<file path="src/rtl/vc_fifo_pkg.sv">
// Shared types and width helpers for the multi-queue virtual-channel FIFO.
// Queue state fields are sized for the largest supported DEPTH (below 65536).
package vc_fifo_pkg;

    localparam int QFIELD_W = 16;

    typedef struct packed {
        logic [QFIELD_W-1:0] head;
        logic [QFIELD_W-1:0] tail;
        logic [QFIELD_W-1:0] count;
    } qstate_t;

    function automatic int vcWidth(input int numVc);
        return (numVc > 1) ? $clog2(numVc) : 1;
    endfunction

    function automatic int cntWidth(input int depth);
        return $clog2(depth + 1);
    endfunction

    function automatic int ptrWidth(input int depth);
        return (depth > 1) ? $clog2(depth) : 1;
    endfunction

    // Pointers wrap explicitly, so DEPTH need not be a power of two.
    function automatic logic [QFIELD_W-1:0] wrapInc(input logic [QFIELD_W-1:0] ptr,
                                                    input int depth);
        return (ptr == QFIELD_W'(depth - 1)) ? '0 : ptr + QFIELD_W'(1);
    endfunction

endpackage

</file>
<file path="src/rtl/vc_fifo_qctrl.sv">
// Pointer and occupancy bookkeeping for a single virtual-channel queue.
// Status flags are registered from the next-state count.
module vc_fifo_qctrl
    import vc_fifo_pkg::*;
#(
    parameter int DEPTH        = 24,
    parameter int AFULL_THRESH = DEPTH - 2,
    localparam int PW          = ptrWidth(DEPTH),
    localparam int CW          = cntWidth(DEPTH)
) (
    input  logic          clk,
    input  logic          rst_n,
    input  logic          push_acc_i,
    input  logic          pop_acc_i,
    output logic [PW-1:0] head_o,
    output logic [PW-1:0] tail_o,
    output logic [CW-1:0] count_o,
    output logic          full_o,
    output logic          afull_o,
    output logic          empty_o
);

    qstate_t qState_q;
    qstate_t qState_d;
    logic    full_q;
    logic    afull_q;
    logic    empty_q;

    always_comb begin
        qState_d = qState_q;
        if (push_acc_i) begin
            qState_d.tail = wrapInc(qState_q.tail, DEPTH);
        end
        if (pop_acc_i) begin
            qState_d.head = wrapInc(qState_q.head, DEPTH);
        end
        unique case ({push_acc_i, pop_acc_i})
            2'b10:   qState_d.count = qState_q.count + QFIELD_W'(1);
            2'b01:   qState_d.count = qState_q.count - QFIELD_W'(1);
            default: qState_d.count = qState_q.count;
        endcase
    end

    always_ff @(posedge clk or negedge rst_n) begin
        if (!rst_n) begin
            qState_q <= '0;
            full_q   <= 1'b0;
            afull_q  <= 1'b0;
            empty_q  <= 1'b1;
        end else begin
            qState_q <= qState_d;
            full_q   <= (qState_d.count == QFIELD_W'(DEPTH));
            afull_q  <= (qState_d.count >= QFIELD_W'(AFULL_THRESH));
            empty_q  <= (qState_d.count == '0);
        end
    end

    assign head_o  = qState_q.head[PW-1:0];
    assign tail_o  = qState_q.tail[PW-1:0];
    assign count_o = qState_q.count[CW-1:0];
    assign full_o  = full_q;
    assign afull_o = afull_q;
    assign empty_o = empty_q;

endmodule

</file>
<file path="src/rtl/vc_fifo.sv">
// Multi-queue FIFO: NUM_VC independent queues sharing one storage array,
// one write port and one read port, each steered by a VC index.
module vc_fifo
    import vc_fifo_pkg::*;
#(
    parameter int NUM_VC       = 2,
    parameter int DEPTH        = 24,
    parameter int WIDTH        = 32,
    parameter int AFULL_THRESH = DEPTH - 2,
    parameter int RLATENCY     = 0,
    localparam int VCW         = vcWidth(NUM_VC),
    localparam int CW          = cntWidth(DEPTH)
) (
    input  logic                 clk,
    input  logic                 rst_n,
    input  logic                 i_push,
    input  logic [VCW-1:0]       i_push_vc,
    input  logic [WIDTH-1:0]     i_wdata,
    input  logic                 i_pop,
    input  logic [VCW-1:0]       i_pop_vc,
    output logic [WIDTH-1:0]     o_rdata,
    output logic                 o_rvalid,
    output logic [NUM_VC-1:0]    o_full,
    output logic [NUM_VC-1:0]    o_afull,
    output logic [NUM_VC-1:0]    o_empty,
    output logic [NUM_VC*CW-1:0] o_count,
    output logic                 o_overflow,
    output logic                 o_underflow,
    input  logic                 i_clr_err
);

    localparam int PW      = ptrWidth(DEPTH);
    localparam int ENTRIES = NUM_VC * DEPTH;
    localparam int AW      = (ENTRIES > 1) ? $clog2(ENTRIES) : 1;
    localparam int NVP     = 1 << VCW;

    logic [PW-1:0]     headArr [NUM_VC];
    logic [PW-1:0]     tailArr [NUM_VC];
    logic [NUM_VC-1:0] fullVec;
    logic [NUM_VC-1:0] afullVec;
    logic [NUM_VC-1:0] emptyVec;
    logic [NUM_VC-1:0] pushAccVec;
    logic [NUM_VC-1:0] popAccVec;
    logic [NVP-1:0]    fullPad;
    logic [NVP-1:0]    emptyPad;
    logic              pushVcOk;
    logic              popVcOk;
    logic              pushAcc;
    logic              popAcc;
    logic [VCW-1:0]    pushIdx;
    logic [VCW-1:0]    popIdx;
    logic [AW-1:0]     wrAddr;
    logic [AW-1:0]     rdAddr;
    logic [WIDTH-1:0]  mem [ENTRIES];
    logic              overflow_q;
    logic              underflow_q;

    // Padding lets any VC index select a flag; unused VC codes read as full/empty.
    assign fullPad  = NVP'(fullVec) | ~NVP'({NUM_VC{1'b1}});
    assign emptyPad = NVP'(emptyVec) | ~NVP'({NUM_VC{1'b1}});

    assign pushVcOk = (int'(i_push_vc) < NUM_VC);
    assign popVcOk  = (int'(i_pop_vc) < NUM_VC);
    assign pushIdx  = pushVcOk ? i_push_vc : '0;
    assign popIdx   = popVcOk ? i_pop_vc : '0;
    assign pushAcc  = i_push && pushVcOk && !fullPad[i_push_vc];
    assign popAcc   = i_pop && popVcOk && !emptyPad[i_pop_vc];

    assign wrAddr = AW'(int'(pushIdx) * DEPTH + int'(tailArr[pushIdx]));
    assign rdAddr = AW'(int'(popIdx) * DEPTH + int'(headArr[popIdx]));

    for (genvar v = 0; v < NUM_VC; v++) begin : g_queue
        assign pushAccVec[v] = pushAcc && (int'(pushIdx) == v);
        assign popAccVec[v]  = popAcc && (int'(popIdx) == v);

        vc_fifo_qctrl #(
            .DEPTH        (DEPTH),
            .AFULL_THRESH (AFULL_THRESH)
        ) u_qctrl (
            .clk        (clk),
            .rst_n      (rst_n),
            .push_acc_i (pushAccVec[v]),
            .pop_acc_i  (popAccVec[v]),
            .head_o     (headArr[v]),
            .tail_o     (tailArr[v]),
            .count_o    (o_count[v*CW +: CW]),
            .full_o     (fullVec[v]),
            .afull_o    (afullVec[v]),
            .empty_o    (emptyVec[v])
        );
    end

    assign o_full  = fullVec;
    assign o_afull = afullVec;
    assign o_empty = emptyVec;

    // No reset on storage so it maps onto RAM; stale words sit outside head..tail.
    always_ff @(posedge clk) begin
        if (pushAcc) begin
            mem[wrAddr] <= i_wdata;
        end
    end

    if (RLATENCY == 0) begin : g_fwft
        assign o_rvalid = popVcOk && !emptyPad[i_pop_vc];
        assign o_rdata  = o_rvalid ? mem[rdAddr] : '0;
    end else begin : g_reg
        logic [WIDTH-1:0] rdata_q;
        logic             rvalid_q;

        always_ff @(posedge clk or negedge rst_n) begin
            if (!rst_n) begin
                rdata_q  <= '0;
                rvalid_q <= 1'b0;
            end else begin
                rvalid_q <= popAcc;
                if (popAcc) begin
                    rdata_q <= mem[rdAddr];
                end
            end
        end

        assign o_rvalid = rvalid_q;
        assign o_rdata  = rdata_q;
    end

    // A new error in the same cycle as a clear wins, so no event is lost.
    always_ff @(posedge clk or negedge rst_n) begin
        if (!rst_n) begin
            overflow_q  <= 1'b0;
            underflow_q <= 1'b0;
        end else begin
            if (i_push && !pushAcc) begin
                overflow_q <= 1'b1;
            end else if (i_clr_err) begin
                overflow_q <= 1'b0;
            end
            if (i_pop && !popAcc) begin
                underflow_q <= 1'b1;
            end else if (i_clr_err) begin
                underflow_q <= 1'b0;
            end
        end
    end

    assign o_overflow  = overflow_q;
    assign o_underflow = underflow_q;

endmodule

</file>
<file path="config.mk">
export PLATFORM = sky130hd
export DESIGN_NAME = vc_fifo
export DESIGN_NICKNAME = d
export VERILOG_FILES = /design/src/rtl/vc_fifo_pkg.sv /design/src/rtl/vc_fifo_qctrl.sv /design/src/rtl/vc_fifo.sv
export SDC_FILE = /design/constraint.sdc
export NUM_CORES = 2
export LEC_CHECK = 0
export CORE_ASPECT_RATIO = 0.75
export CORE_MARGIN = 1.5
export CORE_UTILIZATION = 35
export DETAILED_ROUTE_END_ITERATION = 6
export HOLD_SLACK_MARGIN = 0.15
export SLEW_MARGIN = 20
export SYNTH_ARGS = -nofsm -noshare
export SYNTH_HDL_FRONTEND = slang
export SYNTH_HIERARCHICAL = 1
export SYNTH_SLANG_ARGS = --single-unit
</file>
<file path="constraint.sdc">
create_clock -name clk -period 5.9 [get_ports clk]
set_input_delay 0.59 -clock clk [delete_from_list [all_inputs] [get_ports clk]]
set_output_delay 0.59 -clock clk [all_outputs]
set_load 0.005 [all_outputs]
</file>
# == Word-level counts from Yosys, hierarchy flattened ==
# Memories as Yosys holds them, arrays and structs flattened.
# Index checks and enable logic that the tools add are counted.
# totals
regBits,104
ram_bits,1536
input_bits,39
wordCells,85
mem_count,1
# mem_list
name,depth,width,read_ports,rd_clocked_by_memory_dff,wr,line,source
mem,48,32,1,0,1,vc_fifo.sv:54,logic [WIDTH-1:0] mem [ENTRIES];
# classes
add_sub_neg,10
multipliers,2
n_lt_le_gt_ge,6
n_eq_ne,10
n_mux,22
bitwise,4
reduce_logical,16
# op_table
operator,count
$add 16x1->16 const B,6
$eq 16x5->1 const B,6
$mux 16,4
$pmux 16 s2,2
$ge 16x5->1 const B,2
$logic_not 16->1,2
$mux 32,1
$sub 16x1->16 const B,2
$mux 5,6
$add 6x5->6,2
$mux 1,9
$logic_and 1x1->1,8
$mul 1x2->3 const B,2
$eq 2x1->1 const B,2
$eq 2x2->1 const B,2
$ge 2x2->1 const B,2
$logic_not 1->1,4
$lt 1x2->1 const B,2
$not 1->2,2
$reduce_bool 2->1,2
$not 1->1,2

# == Logic depth before layout (Yosys ltp) ==
# depth
ltp_word,8
depth_mapped,22

# == Hierarchy ==
# The synthesis kept the hierarchy.
# by_module_without_submodules
mod,n_inst,cells_each,area_per_inst_um2,seq_area_each_um2
vc_fifo,1,5961,69297.7,46174.3
vc_fifo_qctrl at g_queue[1].u_qctrl,1,409,3627.2,1277.5
vc_fifo_qctrl at g_queue[0].u_qctrl,1,379,3392.0,1277.5

# == Worst setup path before layout ==
# No wires, ideal clock.
# synth_timing
path_kind,in2reg
startpoint,input i_pop_vc
endpoint,register g_queue[1].u_qctrl.afull_q
setup_ns,0.138
arrival_time_ns,5.551
setup_slack_ns,0.211
stages,21
path_buffers,8
path_cell_list,buf_6 buf_6 inv_2 buf_2 buf_1 nor3_1 ha_1 buf_2 buf_2 buf_2 buf_1 xor2_1 ha_1 inv_1 o32a_4 a211o_1 and4_4 or3_1 a211o_1 or4_4 or4_1
# synth_between
elab_chain_len,8
# synth_lines
element,line,source
start: declaration,vc_fifo.sv:20,"input logic [VCW-1:0] i_pop_vc,"
$mux 1 (implied by the code) (2 in series),vc_fifo.sv:67,assign popAcc = i_pop && popVcOk && !emptyPad[i_pop_vc];
$logic_not 1->1,vc_fifo.sv:67,
$logic_and 1x1->1,vc_fifo.sv:67,
$logic_and 1x1->1 (*),vc_fifo.sv:74,assign popAccVec[v] = popAcc && (int'(popIdx) == v);
named net popAccVec[1],vc_fifo.sv:43,logic [NUM_VC-1:0] popAccVec;
$eq 2x1->1 or $eq 2x2->1 (tied branches),vc_fifo_qctrl.sv:37,"unique case ({push_acc_i, pop_acc_i})"
$pmux 16 s2 (*),vc_fifo_qctrl.sv:37,
$ge 16x5->1 (*),vc_fifo_qctrl.sv:53,afull_q <= (qState_d.count >= QFIELD_W'(AFULL_THRESH));
end signal: assignment,vc_fifo_qctrl.sv:53,
end: declaration,vc_fifo_qctrl.sv:26,logic afull_q;
# Mark *: on every way through the listed nets, which the timed path passes. The rest lies on a longest branch. The select of a mux whose other input is x is not followed.
# A chain may end at the register's enable or synchronous reset.

# == Final worst setup path ==
# layout_timing
startpoint,"register g_queue[0].u_qctrl.qState_q, in the netlist g_queue[0].u_qctrl/head_o[3]"
endpoint,output o_rdata[28]
# layout_between
elab_chain_len,6
# layout_lines
element,line,source
start: declaration,vc_fifo_qctrl.sv:23,qstate_t qState_q;
start signal: assignment,vc_fifo_qctrl.sv:51,qState_q <= qState_d;
$mux 5 (implied by the code) (3 in series),vc_fifo.sv:70,assign rdAddr = AW'(int'(popIdx) * DEPTH + int'(headArr[popIdx]));
$add 6x5->6,vc_fifo.sv:70,
$mem_v2 48x32,--,
$mux 32,vc_fifo.sv:106,assign o_rdata = o_rvalid ? mem[rdAddr] : '0;
end: declaration,vc_fifo.sv:21,"output logic [WIDTH-1:0] o_rdata,"
# No other way between the ends. The select of a mux whose other input is x is not followed.

==> metrics.txt <==
status=finished clean; nets@finish=around 6700; Mapped Cells=between 6000 and 7000; pwr/cell area=about 410 nW/um^2; Rows=148; Worst Setup EP=o_rdata[28]; multiplexer area fraction after synthesis=0.00962; slowest stage delay, CP=between 800 and 900 ps; post-route ant nets=0; worst setup slack after placement=427 ps; number of global-route vias before repair=54500; WP data required=around 5300 ps; count leader, synth=edfxtp_1; Cell Int Power=roughly 23000 uW; leakage=0.0278 uW; first drt pass iteration count=5; Clock Power Share=0.285; critical-path maximum fanout=22; post-synth top area share=0.604; worst-skew pair later-pin latency=about 820 ps; Post-Synthesis Net Count=6802; syn avg cell area=11.3 um^2; FF+latch count, synth=between 1500 and 2000; initial antenna violation count=17; startpoint types=flop; Synth Area in Compound Gates=0.190; Area after DPL=80700 um^2; CP max-delay cell=fa_1; HP Class=in -> async; Die W=between 500 and 600 um; routed length per instance=25.8 um; critical path startpoint=g_queue[0].u_qctrl/head_o[3]$_DFFE_PN0P_; cts bufs inserted=between 150 and 200; Slew @ Worst Pin=between 1000 and 1500 ps; Max-cap violations=0; EDFF count, synth=approximately 1500; Core Region=about 220000 um^2; synth top area cells=edfxtp_1, nor2_1, o22ai_1; critical path, cell by cell=mux2_2 > ha_2 > inv_1 > fa_1 > nand3_2 > buf_12 > a21oi_1 > nor4_1 > buf_4 > a21o_1 > o21ai_1 > clkdlybuf4s50_1; Worst VDD drop=roughly 0.38 mV; die area=between 200000 and 250000 um^2; CTS tree=done; clk_skew=29.3 ps; post-DP HPWL=134 mm; root buffer cell=clkbuf_16; sequential area share after synthesis=0.639; Synth area leader=edfxtp_1; Crit. End Element=primary output; I/O Buffers=89; H-tree depth=4; top cells by count, synth=edfxtp_1, nor2_1, a21oi_1; net switching power=approximately 13000 uW; Final Hold Fails=0; XOR/XNOR Fraction of Synth Area=0.00987; combinational power share=0.324; FF-to-FF End=g_queue[1].u_qctrl/afull_o$_DFF_PN0_; global-route wire length before repair=approximately 370 mm; final worst slack=between 150 and 200 ps; largest family of logic cells by synthesized area=compound AO/OA/AOI/OAI gates; total grt overflow=0; minimum clock period=roughly 5700 ps; Net Sw Frac=0.361; unrepaired setup endpoints after global routing=false; Worst R2R Path Depth=12; DRC errors left=0; DIE HEIGHT=slightly above 400 um; Worst Setup Path Type=reg -> out; worst r2r src=g_queue[1].u_qctrl/empty_o$_DFF_PN1_; Clock Pin Slew Worst Setup and Hold Paths=60 ps; synthesis-to-layout area growth=12.4%; Final Max Slew Viols=0; IO Pins=90; Synth Flop Type=edfxtp_1; CTS Buffer Depth=3; number of cells on the critical path=12; CP arrival=5150 ps; clock sinks=about 1600; hold slack=~310 ps; Distinct cells, synth=approximately 110; setup_tns=0 ps; Adder-Cell Fraction of Synth Area=0.00249; Starting Density=0.352; vias=roughly 58000; synthesized cell area=~76000 um^2; share of cells above drive strength 1=0.0881; final wirelength=250 mm; Reg power frac=0.391; Tcrit/Tclk final=0.972; largest net degree at the start of global routing=230; Crit path max-delay family=buffers and inverters; Rel. slew slack=0.237; final instance area=around 86000 um^2; post-CTS setup buffer count=0; simple-gate share of the synthesized area=0.112; fmax=between 0.15 and 0.2 GHz; Via density=between 5 and 6; setup violators final=0; WP buf/inv=4; Ys Warns=6; Synth async-reset ratio=0.0634; Initial DRC Count=7733; Final GP Congestion=0.839; overall routing resource usage=0.220; flop2flop setup slack=between 1500 and 2000 ps
power by group through the flow:
| stage | Combinational [uW] | Sequential (uW) | Clock (uW) |
|---|---|---|---|
| after floorplan | 6700 | 13800 | 0 |
| after global placement | 11200 | 14100 | 0 |
| after detailed placement | 11300 | 14200 | 0 |
| after CTS | 11300 | 13900 | 10300 |
| after global routing | 12200 | 14000 | 10700 |
| final | 11500 | 13900 | 10100 |
worst min-delay path by stage:
stage                                                     start                                     endpoint  slack [ps]
floorplan                                                 rst_n         g_queue[0].u_qctrl/afull_o$_DFF_PN0_         290
global route                                              rst_n    g_queue[0].u_qctrl/qState_q[15]$_DFF_PN0_         330
detailed placement  g_queue[0].u_qctrl/qState_q[47]$_DFFE_PN0P_  g_queue[0].u_qctrl/qState_q[47]$_DFFE_PN0P_         460
global placement    g_queue[1].u_qctrl/qState_q[31]$_DFFE_PN0P_  g_queue[1].u_qctrl/qState_q[31]$_DFFE_PN0P_         470
CTS                                                       rst_n    g_queue[1].u_qctrl/qState_q[10]$_DFF_PN0_         260
finish                                                    rst_n     g_queue[1].u_qctrl/qState_q[9]$_DFF_PN0_         310
routing by layer:
layer,vias up,GRT usage,part of all wire
met5,-,0,0.00015
met3,502,0.0484,0.11
met2,3192,0.333,0.44
li1,25500,-,-
met1,28600,0.308,0.41
met4,6,0.0850,0.035
what timing repair did:
action,CTS,global route
hold endpoints to repair,35,0
endpoints found under the setup margin,1,1
gates resized for setup,1,1
hold buffers,1,0
flip-flops by register name, summed over array words and instances, names as in the netlist:
register	cells
g_queue.u_qctrl/head_o	10
g_queue.u_qctrl/qState_q	66
g_queue.u_qctrl/count_o	10
g_queue.u_qctrl/afull_o	2
mem	1536
g_queue.u_qctrl/empty_o	2
g_queue.u_qctrl/full_o	2
o_overflow	1
o_underflow	1
g_queue.u_qctrl/tail_o	10
cells in the final DEF, fill, tap and decap left out, types with 63 or more instances in the layout:
cell	n
edfxtp_1	1536
nor2_1	1063
a21oi_1	572
o22ai_1	514
nand2_1	508
o21ai_0	371
a22oi_1	255
a211oi_1	213
clkbuf_16	162
buf_4	158
nand3_1	128
dfrtp_1	98
nor4_1	84
clkdlybuf4s50_1	67
xnor2_1	63
stage by stage:
stage                     power [uW]  instances   util
after floorplan                20500       6749      -
after global placement         25300       9395  0.372
after detailed placement       25500       9395  0.372
after CTS                      35500       9689  0.395
after global routing           36900       9695  0.396
final                          35600       9695  0.396
logic make-up after synthesis:
kind of cell,count (synthesis)
buffers and inverters,631
DFF,1640
and+or+nand+nor,2024
adders and majority gates,14
muxes,44
xor gates and xnor gates,86
AOI/OAI and AO/OA,2310
final cells by class:
| type | instances | area, um^2 |
|---|---|---|
| multi-input cells | 4478 | 25100 |
| clock inverters | 101 | 850 |
| well taps | 2925 | 3660 |
| clock buffers | 192 | 4190 |
| diodes | 6 | 15.0 |
| inverters | 55 | 213 |
| fillers | 20200 | 131000 |
| flip-flops and latches | 1640 | 48700 |
| repair buffers | 298 | 3000 |
No activity file was read; power rests on OpenSTA's default activity.
